===== src/rtl/uart_rx_timeout_fifo.sv =====
// UART receive FIFO with show-ahead read port, per-entry error flags,
// sticky overrun, trigger-level data-available and (optional) character
// timeout. Build with UART_RX_TIMEOUT_EN defined to include the timeout
// counter; without it charTimeout is tied low.
module uart_rx_timeout_fifo #(
    parameter int DEPTH_LOG2 = 4,
    parameter int DATA_WIDTH = 8
) (
    input  logic                  clock,
    input  logic                  reset,
    input  logic                  baudRateX16Tick,
    input  logic [3:0]            charBits,
    input  logic                  push,
    input  logic [DATA_WIDTH-1:0] pushData,
    input  logic [2:0]            pushFlags,
    input  logic                  pop,
    input  logic                  flush,
    input  logic                  clearError,
    input  logic [DEPTH_LOG2:0]   triggerLevel,
    output logic [DATA_WIDTH-1:0] popData,
    output logic [2:0]            popFlags,
    output logic                  empty,
    output logic                  full,
    output logic [DEPTH_LOG2:0]   count,
    output logic                  overrun,
    output logic                  fifoError,
    output logic                  dataAvailable,
    output logic                  charTimeout
);
    localparam int DEPTH   = 1 << DEPTH_LOG2;
    localparam int ENTRY_W = DATA_WIDTH + 3;
    localparam logic [DEPTH_LOG2:0] FULL_COUNT = (DEPTH_LOG2 + 1)'(DEPTH);
    localparam logic [DEPTH_LOG2:0] ONE_COUNT  = (DEPTH_LOG2 + 1)'(1);

    logic [ENTRY_W-1:0]    mem [DEPTH];
    logic [DEPTH_LOG2-1:0] wrPtr, rdPtr;
    logic [DEPTH_LOG2:0]   countReg;
    logic [DEPTH_LOG2:0]   errCount;
    logic [DEPTH_LOG2:0]   trigEff;
    logic                  doPush, doPop, overrunSet;
    logic                  pushFlagged, popFlagged;

    assign count = countReg;
    assign empty = (countReg == '0);
    assign full  = (countReg == FULL_COUNT);

    // Flush overrides both sides; a pop while full frees the slot the push needs.
    assign doPop       = pop && !empty && !flush;
    assign doPush      = push && (!full || doPop) && !flush;
    assign overrunSet  = push && full && !pop && !flush;
    assign pushFlagged = doPush && (pushFlags != 3'b000);
    assign popFlagged  = doPop && (popFlags != 3'b000);

    // Show-ahead: the head entry is always presented combinationally.
    assign {popFlags, popData} = mem[rdPtr];

    // A trigger level of zero behaves like one.
    assign trigEff       = (triggerLevel == '0) ? ONE_COUNT : triggerLevel;
    assign dataAvailable = (countReg >= trigEff);
    assign fifoError     = (errCount != '0);

    // Storage is not reset; stale contents are unreachable once pointers clear.
    always_ff @(posedge clock) begin
        if (doPush) mem[wrPtr] <= {pushFlags, pushData};
    end

    // Pointers and occupancy; pointers wrap naturally at DEPTH.
    always_ff @(posedge clock or posedge reset) begin
        if (reset) begin
            wrPtr    <= '0;
            rdPtr    <= '0;
            countReg <= '0;
        end else if (flush) begin
            wrPtr    <= '0;
            rdPtr    <= '0;
            countReg <= '0;
        end else begin
            if (doPush) wrPtr <= wrPtr + 1'b1;
            if (doPop)  rdPtr <= rdPtr + 1'b1;
            case ({doPush, doPop})
                2'b10:   countReg <= countReg + 1'b1;
                2'b01:   countReg <= countReg - 1'b1;
                default: countReg <= countReg;
            endcase
        end
    end

    // Number of stored entries carrying any error flag.
    always_ff @(posedge clock or posedge reset) begin
        if (reset) begin
            errCount <= '0;
        end else if (flush) begin
            errCount <= '0;
        end else begin
            case ({pushFlagged, popFlagged})
                2'b10:   errCount <= errCount + 1'b1;
                2'b01:   errCount <= errCount - 1'b1;
                default: errCount <= errCount;
            endcase
        end
    end

    // Sticky overrun; a new overrun wins over a same-cycle clear.
    always_ff @(posedge clock or posedge reset) begin
        if (reset)           overrun <= 1'b0;
        else if (overrunSet) overrun <= 1'b1;
        else if (clearError) overrun <= 1'b0;
    end

`ifdef UART_RX_TIMEOUT_EN
    logic [9:0] toCount;
    logic [9:0] toInc;
    logic [9:0] toLimit;
    logic [3:0] charBitsEff;

    // Four character times = 64 x16-ticks per frame bit; zero means 10 bits.
    assign charBitsEff = (charBits == 4'd0) ? 4'd10 : charBits;
    assign toLimit     = {charBitsEff, 6'b000000};
    assign toInc       = (toCount == 10'h3FF) ? toCount : toCount + 1'b1;

    // Idle-time counter and timeout flag; any FIFO activity or emptiness restarts it.
    always_ff @(posedge clock or posedge reset) begin
        if (reset) begin
            toCount     <= '0;
            charTimeout <= 1'b0;
        end else if (flush || push || pop || empty) begin
            toCount     <= '0;
            charTimeout <= 1'b0;
        end else if (baudRateX16Tick) begin
            toCount <= toInc;
            if (toInc >= toLimit) charTimeout <= 1'b1;
        end
    end
`else
    logic unusedTimeoutInputs;
    assign unusedTimeoutInputs = ^{baudRateX16Tick, charBits};
    assign charTimeout = 1'b0;
`endif

endmodule


===== config.mk =====
export PLATFORM = sky130hd
export DESIGN_NAME = uart_rx_timeout_fifo
export DESIGN_NICKNAME = d
export VERILOG_FILES = /design/src/rtl/uart_rx_timeout_fifo.sv
export SDC_FILE = /design/constraint.sdc
export NUM_CORES = 1
export LEC_CHECK = 0
export BUFFER_PORTS_ARGS = -buffer_cell sky130_fd_sc_hd__buf_4
export CORE_UTILIZATION = 35
export DETAILED_ROUTE_END_ITERATION = 6
export GPL_TIMING_DRIVEN = 0
export PLACE_DENSITY = 0.54
export SLEW_MARGIN = 20
export SYNTH_ARGS = -nofsm -noshare
export SYNTH_HDL_FRONTEND = slang
export SYNTH_SLANG_ARGS = --single-unit

===== constraint.sdc =====
create_clock -name clock -period 4.9 [get_ports clock]
set_input_delay 0.49 -clock clock [delete_from_list [all_inputs] [get_ports clock]]
set_output_delay 0.49 -clock clock [all_outputs]
set_load 0.03 [all_outputs]

Word-level counts from Yosys, hierarchy flattened --
Memories as Yosys holds them, arrays and structs flattened. Cells that the tools add are included.
Storage, ports and cells: register bits after elaboration 19, word-level logic and storage cells 55, bits in read-only memories 0, input port bits 27, memories kept 1, RAM bits 176, latch bits 0, output and inout bits 22
Operators by class: multiplexer cells 13, multipliers 0, div/mod/pow operators 0, bitwise logic cells 0, reduce and logical (&&, ||, !) cells 24, order comparisons 1, equal/unequal tests 5, add/subtract/negate cells 6, shifts and indexed selects 0
Memory list:
- mem | depth 16, bits a word 11, read ports 1, clocked after Yosys merged registers in 0, wr ports 1, line 35 | logic [ENTRY_W-1:0] mem [DEPTH];
Operators with widths (number):
- case mux 5 bit (2 select lines) | 2
- 2-to-1 mux 4 bit | 4
- 2-to-1 mux 5 bit | 3
- nonzero test 3 bit | 4
- adder 5 x 1 -> 5 bit, second input constant | 2
- logical NOT 5 bit | 2
- subtractor 5 x 1 -> 5 bit, second input constant | 2
- logical AND 1 bit | 9
- adder 4 x 1 -> 4 bit, second input constant | 2
- nonzero test 2 bit | 3
- == test 5 bit, second input constant | 1
- greater-or-equal comparator 5 bit | 1
- nonzero test 5 bit | 1
- == test 2 x 1 -> 1 bit, second input constant | 2
- == test 2 bit, second input constant | 2
- logical NOT 1 bit | 4
- 2-to-1 mux 1 bit | 4
- logical OR 1 bit | 1

Logic depth before layout (Yosys ltp) --
Gate-level depths: netlist of the first run.
word-level depth 11, gate-level depth with buffers 15, depth with buffers taken out 13

Least setup slack after synthesis of the first run --
OpenSTA, ideal clock, no wires.
kind register to register, start point register rdPtr[1], end point register errCount[4], data required time 4.829 ns, library setup time 0.071 ns, clock period less this slack 3.324 ns, stages on the path, launching flop included 15, data arrival time 3.253 ns, buffers on the path 2, slack 1.576 ns, cells stage by stage dfrtp_1 buf_2 buf_1 mux4_2 a22oi_1 nand2_2 o211ai_1 inv_1 ha_1 a21o_1 a21oi_1 nor3b_1 o2111ai_1 o31a_1 nand4_1
Between the ends: word-level cells in the longest chain between the ends 6, elaborated cells between the ends (all ways) 8, classes of those cells 2 x eq/ne; 2 x mux; 3 x reduce/logical; 1 x memory
RTL lines:
- start: declaration | line 36 | logic [DEPTH_LOG2-1:0] wrPtr, rdPtr;
- start signal: assignment | line 79 | if (doPop) rdPtr <= rdPtr + 1'b1;
- memory read (16 x 11 bit) *
- via popFlags[2] | line 21 | output logic [2:0] popFlags,
- nonzero test 3 bit * | line 52 | assign popFlagged = doPop && (popFlags != 3'b000);
- logical AND 1 bit * | line 52
- == test 2 x 1 -> 1 bit / == test 2 bit (equally long branches) | line 95 | case ({pushFlagged, popFlagged})
- case mux 5 bit (2 select lines) | line 95
- 2-to-1 mux 5 bit | line 92 | end else if (flush) begin
- end signal: assignment | line 96 | 2'b10: errCount <= errCount + 1'b1;
- end signal: assignment | line 97 | 2'b01: errCount <= errCount - 1'b1;
- end signal: assignment | line 98 | default: errCount <= errCount;
- end: declaration | line 38 | logic [DEPTH_LOG2:0] errCount;
The timed path passes the listed nets; every way through them passes the cells marked *. A chain may end at the register's enable or synchronous reset.

Worst setup path after layout of the first run --
start point register rdPtr[1], end point register errCount[4]
Between the ends: word-level cells in the longest chain between the ends 6, elaborated cells between the ends (all ways) 8, classes of those cells 2 x eq/ne; 2 x mux; 3 x reduce/logical; 1 x memory
RTL lines (line):
- memory read (16 x 11 bit) *
- nonzero test 3 bit * | 52
- logical AND 1 bit * | 52
- == test 2 x 1 -> 1 bit / == test 2 bit (equally long branches) | 95
- case mux 5 bit (2 select lines) | 95
- 2-to-1 mux 5 bit | 92
Every way passes the cells marked *; elsewhere a longest branch is shown, timed or not.

==> results.yml, run 1 <==
status:
  outcome: "finished clean"
yosys:
  yosysSeqAreaShare_pct: 69.47
  syn_area_per_cell_um2: 16.42
  yosys.cell_count.top_type: "edfxtp_1"
  synth_edf_count: 176
  synth_area_leader_cell: "edfxtp_1"
  synthTopCellsByArea: "edfxtp_1 (64%), dfrtp_1 (5.7%), mux4_2 (5.4%), mux2i_1 (5.3%), ha_1 (2.4%)"
  ys_types: 52
  synth_top_area_share_pct: 63.74
  synth_area_um2: 8292
  synth-warning-count: 0
  syn_nets: 550
  ys_ff_latch: 195
  syn_inst: 505
  synth_flop_cell: "edfxtp_1"
  synth_common_cells: "edfxtp_1 (176), mux2i_1 (44), nand2_1 (25)"
  synthArstFlopShare_pct: 9.744
die:
  die_w_um: 155.9
  coreArea_um2: 22920
  fp-row-count: 55
  dieHeight_um: 155.9
  ios: 49
  initial_core_util_pct: 36.18
  die_area_um2: 24310
timing:
  setup_viol: 0
  setup_ws_ps: 765.7
  slew_viol_final: 0
  fmax_ghz: 0.2419
  tightest_slew_ps: 976.8
  tns_ps: 0
  relSlewSlack_pct: 34.88
  min_period_ps: 4134
  final-hold-violation-count: 0
  fin_skew_ps: 11.15
  rsz0062_at_grt: "no"
  period_share_pct: 84.37
finish:
  drive_gt1_share_pct: 21.50
  nNetsFinal: 618
  multi_input_area_um2: 2361
  area_delta_synth_final_pct: 16.92
  diodes: 0
  regArea_um2: 5761
  num-fill-cells: 2013
critical_path:
  critPathKind: "reg -> reg"
  critPathArrivalTime_ps: 4500
  r2r_setup_slack_ps: 770
  path_delay_family: "compound AO/OA/AOI/OAI gates"
  cp-start-kind: "flip-flop"
  slowest_stage: "buf_1"
  crit_required_ps: 5260
  cp-end-kind: "flip-flop"
  critPathMaxStageDelay_ps: 570
  path_max_fanout: 10
  path_cells: "buf_2 -> buf_1 -> mux4_2 -> a22oi_2 -> nand4_2 -> o211ai_1 -> inv_1 -> ha_1 -> a21o_1 -> a21oi_1 -> nor3b_1 -> o2111ai_1 -> o31a_1 -> nand4_1"
  path_buf_inv: 3
clock_network:
  htreeDepth: 4
  cts_tree: "done"
  clkSinkCount: 195
  clock_path_buffers: 2
  post_cts_buffers: 0
  cts_resized: 0
  clkSlewWorstSetupHoldPaths_ps: 70
  clkLatencyLatePin_ps: 430
  cts_hold_buf: 0
  cts-root-buf: "clkbuf_16"
  cts_made_buffers: 17
drt:
  remaining_drc_errors: 0
  via_per_inst: 5.185
  routed_wirelength_um: 18390
  vias: 4661
  antenna_left: 0
  route.detailed.wl_per_inst_um: 20.45
  drtPass1Iterations: 5
  drt_iter0_drc: 430
placement:
  gp_congestion: 0.8004
  post-place-ws_ps: 775.4
  portBuffers: 41
  dp_hpwl_um: 12480
min_path:
  min_path_type: "in -> async"
pwr:
  vdd_drop_max_mv: 0.2437
  leakage_nw: 3.380
  powerDensity_nw_per_um2: 450.8
grt:
  grt-ovfl-total: 0
  grt_use_total_pct: 16.22
  antenna_found_initial: 0
  grt_max_degree: 20
  grt_pass1_wl_um: 28360
  grt_pass1_vias: 4798
flow_run:
  drv_cap: 0
-- stage by stage --
step / std cells / cell area [um^2] / utilization (%) / hold WS (ps) / power [W]
after floorplan: 505 / 8292 / - / 441.1 / 0.002690
after global placement: 859 / 8991 / 39.24 / 516.4 / 0.003007
after detailed placement: 867 / 9105 / 39.73 / 529.9 / 0.003038
after CTS: 899 / 9694 / 42.30 / 214.3 / 0.004408
after global routing: 899 / 9694 / 42.30 / 235.8 / 0.004555
final: 899 / 9694 / 42.30 / 197.5 / 0.004370
-- path summary, 6_finish.rpt --
| check | start | to | cells after the start |
|---|---|---|---|
| max in group asynchronous | reset | errCount[2] | 2 |
| setup / recovery | rdPtr[1] | errCount[4] | 14 |
| min in group clock | clearError | overrun | 2 |
| hold reg to reg | overrun | overrun | 2 |
| hold / removal | reset | errCount[1] | 2 |
| setup reg to reg | rdPtr[1] | errCount[4] | 14 |
-- cells by family (layout without fill, tap and decap cells) --
group                      count (synthesis)  after routing  synth area share [%]
muxes                                     66             66                 11.38
AOI/OAI and AO/OA                         82             82                 7.273
other                                      1              1               0.04523
adders and majority gates                 18             18                 2.897
buffers and inverters                     48            129                 2.656
and+or+nand+nor                           84             84                 5.115
DFF                                      195            195                 69.47
xor gates and xnor gates                  11             11                 1.162
-- worst reg2reg max path: cells and delay by family, from the launching register on --
family	cells	cell delay, ps
AOI/OAI and AO/OA	6	1430
buffers and inverters	3	970
and+or+nand+nor	3	510
muxes	1	460
DFF	1	350
adders and majority gates	1	350
-- power by group --
group | leakage, nW | internal, W | total [W] | switching, W
combinational | 1.25 | 0.000432 | 0.00106 | 0.000629
sequential | 1.84 | 0.00187 | 0.00193 | 0.0000620
clock | 0.287 | 0.000730 | 0.00138 | 0.000646
-- final cells by class --
| type | count | share of cell area (%) |
|---|---|---|
| plain buffers | 25 | 1.381 |
| clock buffers | 18 | 4.427 |
| clock inverters | 14 | 1.652 |
| inverters | 23 | 0.8906 |
| multi-input cells | 262 | 24.35 |
| flip-flops and latches | 195 | 59.42 |
| well taps | 313 | 4.040 |
| repair buffers | 49 | 3.833 |
-- layer usage --
layer / routed length (um) / track usage (%) / vias to the layer above / part of all wire [%]
met4: 349 / 6.022 / 0 / 1.9
met3: 570 / 2.611 / 21 / 3.1
met5: 0 / 0 / - / 0
li1: - / - / 2132 / -
met2: 9113 / 26.68 / 104 / 50
met1: 8351 / 21.65 / 2404 / 45
-- cells in the final DEF (no fill, tap or decap), drive strengths merged, types with 16 or more instances in the layout --
| cell type | instances |
|---|---|
| a221oi | 22 |
| ha | 16 |
| dfrtp | 19 |
| nand2 | 27 |
| buf | 66 |
| mux4 | 22 |
| inv | 32 |
| edfxtp | 176 |
| clkbuf | 26 |
| o21ai | 18 |
| mux2i | 44 |
-- state kept, by name (all words and copies together) (netlist names) --
register / count
count: 5
mem: 176
overrun: 1
wrPtr: 4
rdPtr: 4
errCount: 5
Note: power is estimated with default switching activity, not from simulation.
==> run 2, diff against run 1 <==
--- a/config.mk
+++ b/config.mk
@@ -9,7 +9,7 @@
 export CORE_UTILIZATION = 35
 export DETAILED_ROUTE_END_ITERATION = 6
 export GPL_TIMING_DRIVEN = 0
-export PLACE_DENSITY = 0.54
+export PLACE_DENSITY = 0.56
 export SLEW_MARGIN = 20
 export SYNTH_ARGS = -nofsm -noshare
 export SYNTH_HDL_FRONTEND = slang
==> constraint.sdc (replaced) <==
create_clock -name clock -period 3.3 [get_ports clock]
set_input_delay 0.33 -clock clock [delete_from_list [all_inputs] [get_ports clock]]
set_output_delay 0.33 -clock clock [all_outputs]
set_load 0.03 [all_outputs]
==> results.yml, run 2 (synthesized netlist as in run 1, its figures left out) <==
status:
  outcome: "complete, but fails checks"
  violations: "negative setup slack"
min_path:
  min_path_type: "in -> async"
clock_network:
  clkSlewWorstSetupHoldPaths_ps: 70
  cts_hold_buf: 0
  cts_tree: "done"
  cts_made_buffers: 17
  clkSinkCount: 195
  htreeDepth: 4
  clkLatencyLatePin_ps: 440
  clock_path_buffers: 2
  cts-root-buf: "clkbuf_16"
critical_path:
  path_buf_inv: 3
  critPathArrivalTime_ps: 3760
  cp-startpoint: "count[0]"
  path_cells: "or4_4 -> o211a_1 -> o21a_2 -> nand2_2 -> o211ai_1 -> buf_4 -> fa_1 -> inv_1 -> a21o_1 -> a21oi_2 -> buf_4 -> or3_1 -> nand4_1"
  cp-start-kind: "flip-flop"
  path_delay_family: "simple AND/OR/NAND/NOR gates"
  critPathKind: "reg -> reg"
  crit_required_ps: 3680
  r2r_setup_slack_ps: -80
  path_max_fanout: 5
  cpMostUsedCell: "buf_4"
  reg2reg_from: "count[0]"
  slowest_stage: "or4_4"
  critPathMaxStageDelay_ps: 560
  cp-end-kind: "flip-flop"
drt:
  antenna_left: 0
  drt_iter0_drc: 302
  route.detailed.wl_per_inst_um: 20.36
  remaining_drc_errors: 0
  routed_wirelength_um: 18880
  via_per_inst: 5.087
  vias: 4716
  drtPass1Iterations: 4
flow_run:
  drv_cap: 0
timing:
  tightest_slew_ps: 1076
  slew_viol_final: 0
  min_period_ps: 3381
  relSlewSlack_pct: 28.02
  setup_ws_ps: -80.77
  fmax_ghz: 0.2958
  rsz0062_at_grt: "yes"
  period_share_pct: 102.4
  setup_viol: 1
  final-hold-violation-count: 0
  fin_skew_ps: 11.54
  holdWs_ps: 48.75
finish:
  nNetsFinal: 646
  utilization_pct: 44.18
  final_common_cell: "edfxtp_1"
  regMostFlops: "mem"
  finish.instance_area_um2: 10120
  layout_common_cells: "edfxtp_1 (176), buf_4 (74), mux2i_1 (44), nand2_1 (25), inv_1 (23)"
  largest_register_ffs: 176
  area_delta_synth_final_pct: 22.09
  diodes: 0
  num-fill-cells: 1989
  drive_gt1_share_pct: 29.15
pwr:
  pwr-share-seq_pct: 42.3
  powerDensity_nw_per_um2: 668.9
  swShare_pct: 29.33
  leakage_nw: 3.597
  vdd_drop_max_mv: 0.4067
  p_comb_share_pct: 26.5
  finalPower_w: 0.006771
  clockPowerShare_pct: 31.2
  p_switching_w: 0.001986
  intPower_w: 0.004785
die:
  dieHeight_um: 155.9
  ios: 49
  die_w_um: 155.9
  coreArea_um2: 22920
  die_area_um2: 24310
  initial_core_util_pct: 36.18
  fp-row-count: 55
placement:
  portBuffers: 41
  post-place-ws_ps: -565.8
  dpl_cell_area_um2: 9128
  gp_congestion: 0.8166
  dp_hpwl_um: 12590
grt:
  grt_max_degree: 20
  grt_pass1_wl_um: 28510
  grt_use_total_pct: 16.17
  grt-ovfl-total: 0
  grt_pass1_vias: 4808
  antenna_found_initial: 0
==> run 2: cell count changes in the layout (fill, tap and decap cells not counted), sizes merged <==
| cell | previous run | this run |
|---|---|---|
| clkdlybuf4s15 | 0 | 4 |
| inv | 32 | 29 |
| clkinvlp | 1 | 0 |
| bufinv | 1 | 3 |
| clkinv | 3 | 5 |
| clkbuf | 26 | 28 |
| buf | 66 | 88 |
==> run 2: path summary, 6_finish.rpt <==
| path | end | cells past startpoint |
|---|---|---|
| min in group clock | overrun | 2 |
| setup / recovery | errCount[4] | 13 |
| hold reg to reg | overrun | 2 |
| hold / removal | errCount[1] | 2 |
| setup reg to reg | errCount[4] | 13 |
| max in group asynchronous | count[2] | 2 |
==> run 2: final cells by class <==
type	count	area (um^2)	share of cell area (%)
buffer	25	187.7	1.854
clock buffer	18	429.2	4.239
clock inverter	14	173.9	1.718
inverter	23	86.33	0.8528
multi-input combinational	262	2476	24.46
sequential	195	5764	56.94
tap	313	391.6	3.868
timing repair buffer	77	614.3	6.068
==> run 2: routing by layer <==
layer / global-route usage (%) / vias up / routed length (um)
li1: - / 2184 / -
met3: 2.417 / 31 / 955
met5: 0 / - / 0
met1: 21.50 / 2348 / 8160
met4: 7.283 / 0 / 456
met2: 26.23 / 153 / 9305
==> run 2: power by group through the flow <==
stage	combinational (W)	clock, W	sequential, W
after global placement	0.00155	0	0.00291
after detailed placement	0.00158	0	0.00292
after CTS	0.00167	0.00214	0.00287
after global routing	0.00193	0.00223	0.00287
final	0.00180	0.00211	0.00286
after floorplan	0.00106	0	0.00294
==> run 2: worst register-to-register path: stages (launching register included) <==
cell and delay, ps:
dfrtp_2 440, or4_4 560, o211a_1 280, o21a_2 260, nand2_2 130, o211ai_1 180, buf_4 190, fa_1 410
inv_1 90, a21o_1 130, a21oi_2 70, buf_4 140, or3_1 340, nand4_1 90
==> run 2: through the flow <==
step / setup TNS (ps) / std cells
finish: -80.77 / 927
global route: -281.1 / 927
CTS: -71.19 / 910
detailed placement: -787.5 / 869
global placement: -14050 / 859
floorplan: 0 / 505
==> run 2: timing repair <==
action | 4_1_cts | 5_1_grt
buffers inserted | 9 | 16
resized for setup | 26 | 22
gates cloned | 0 | 1
setup endpoints to repair | 10 | 9
pin swaps | 4 | 11
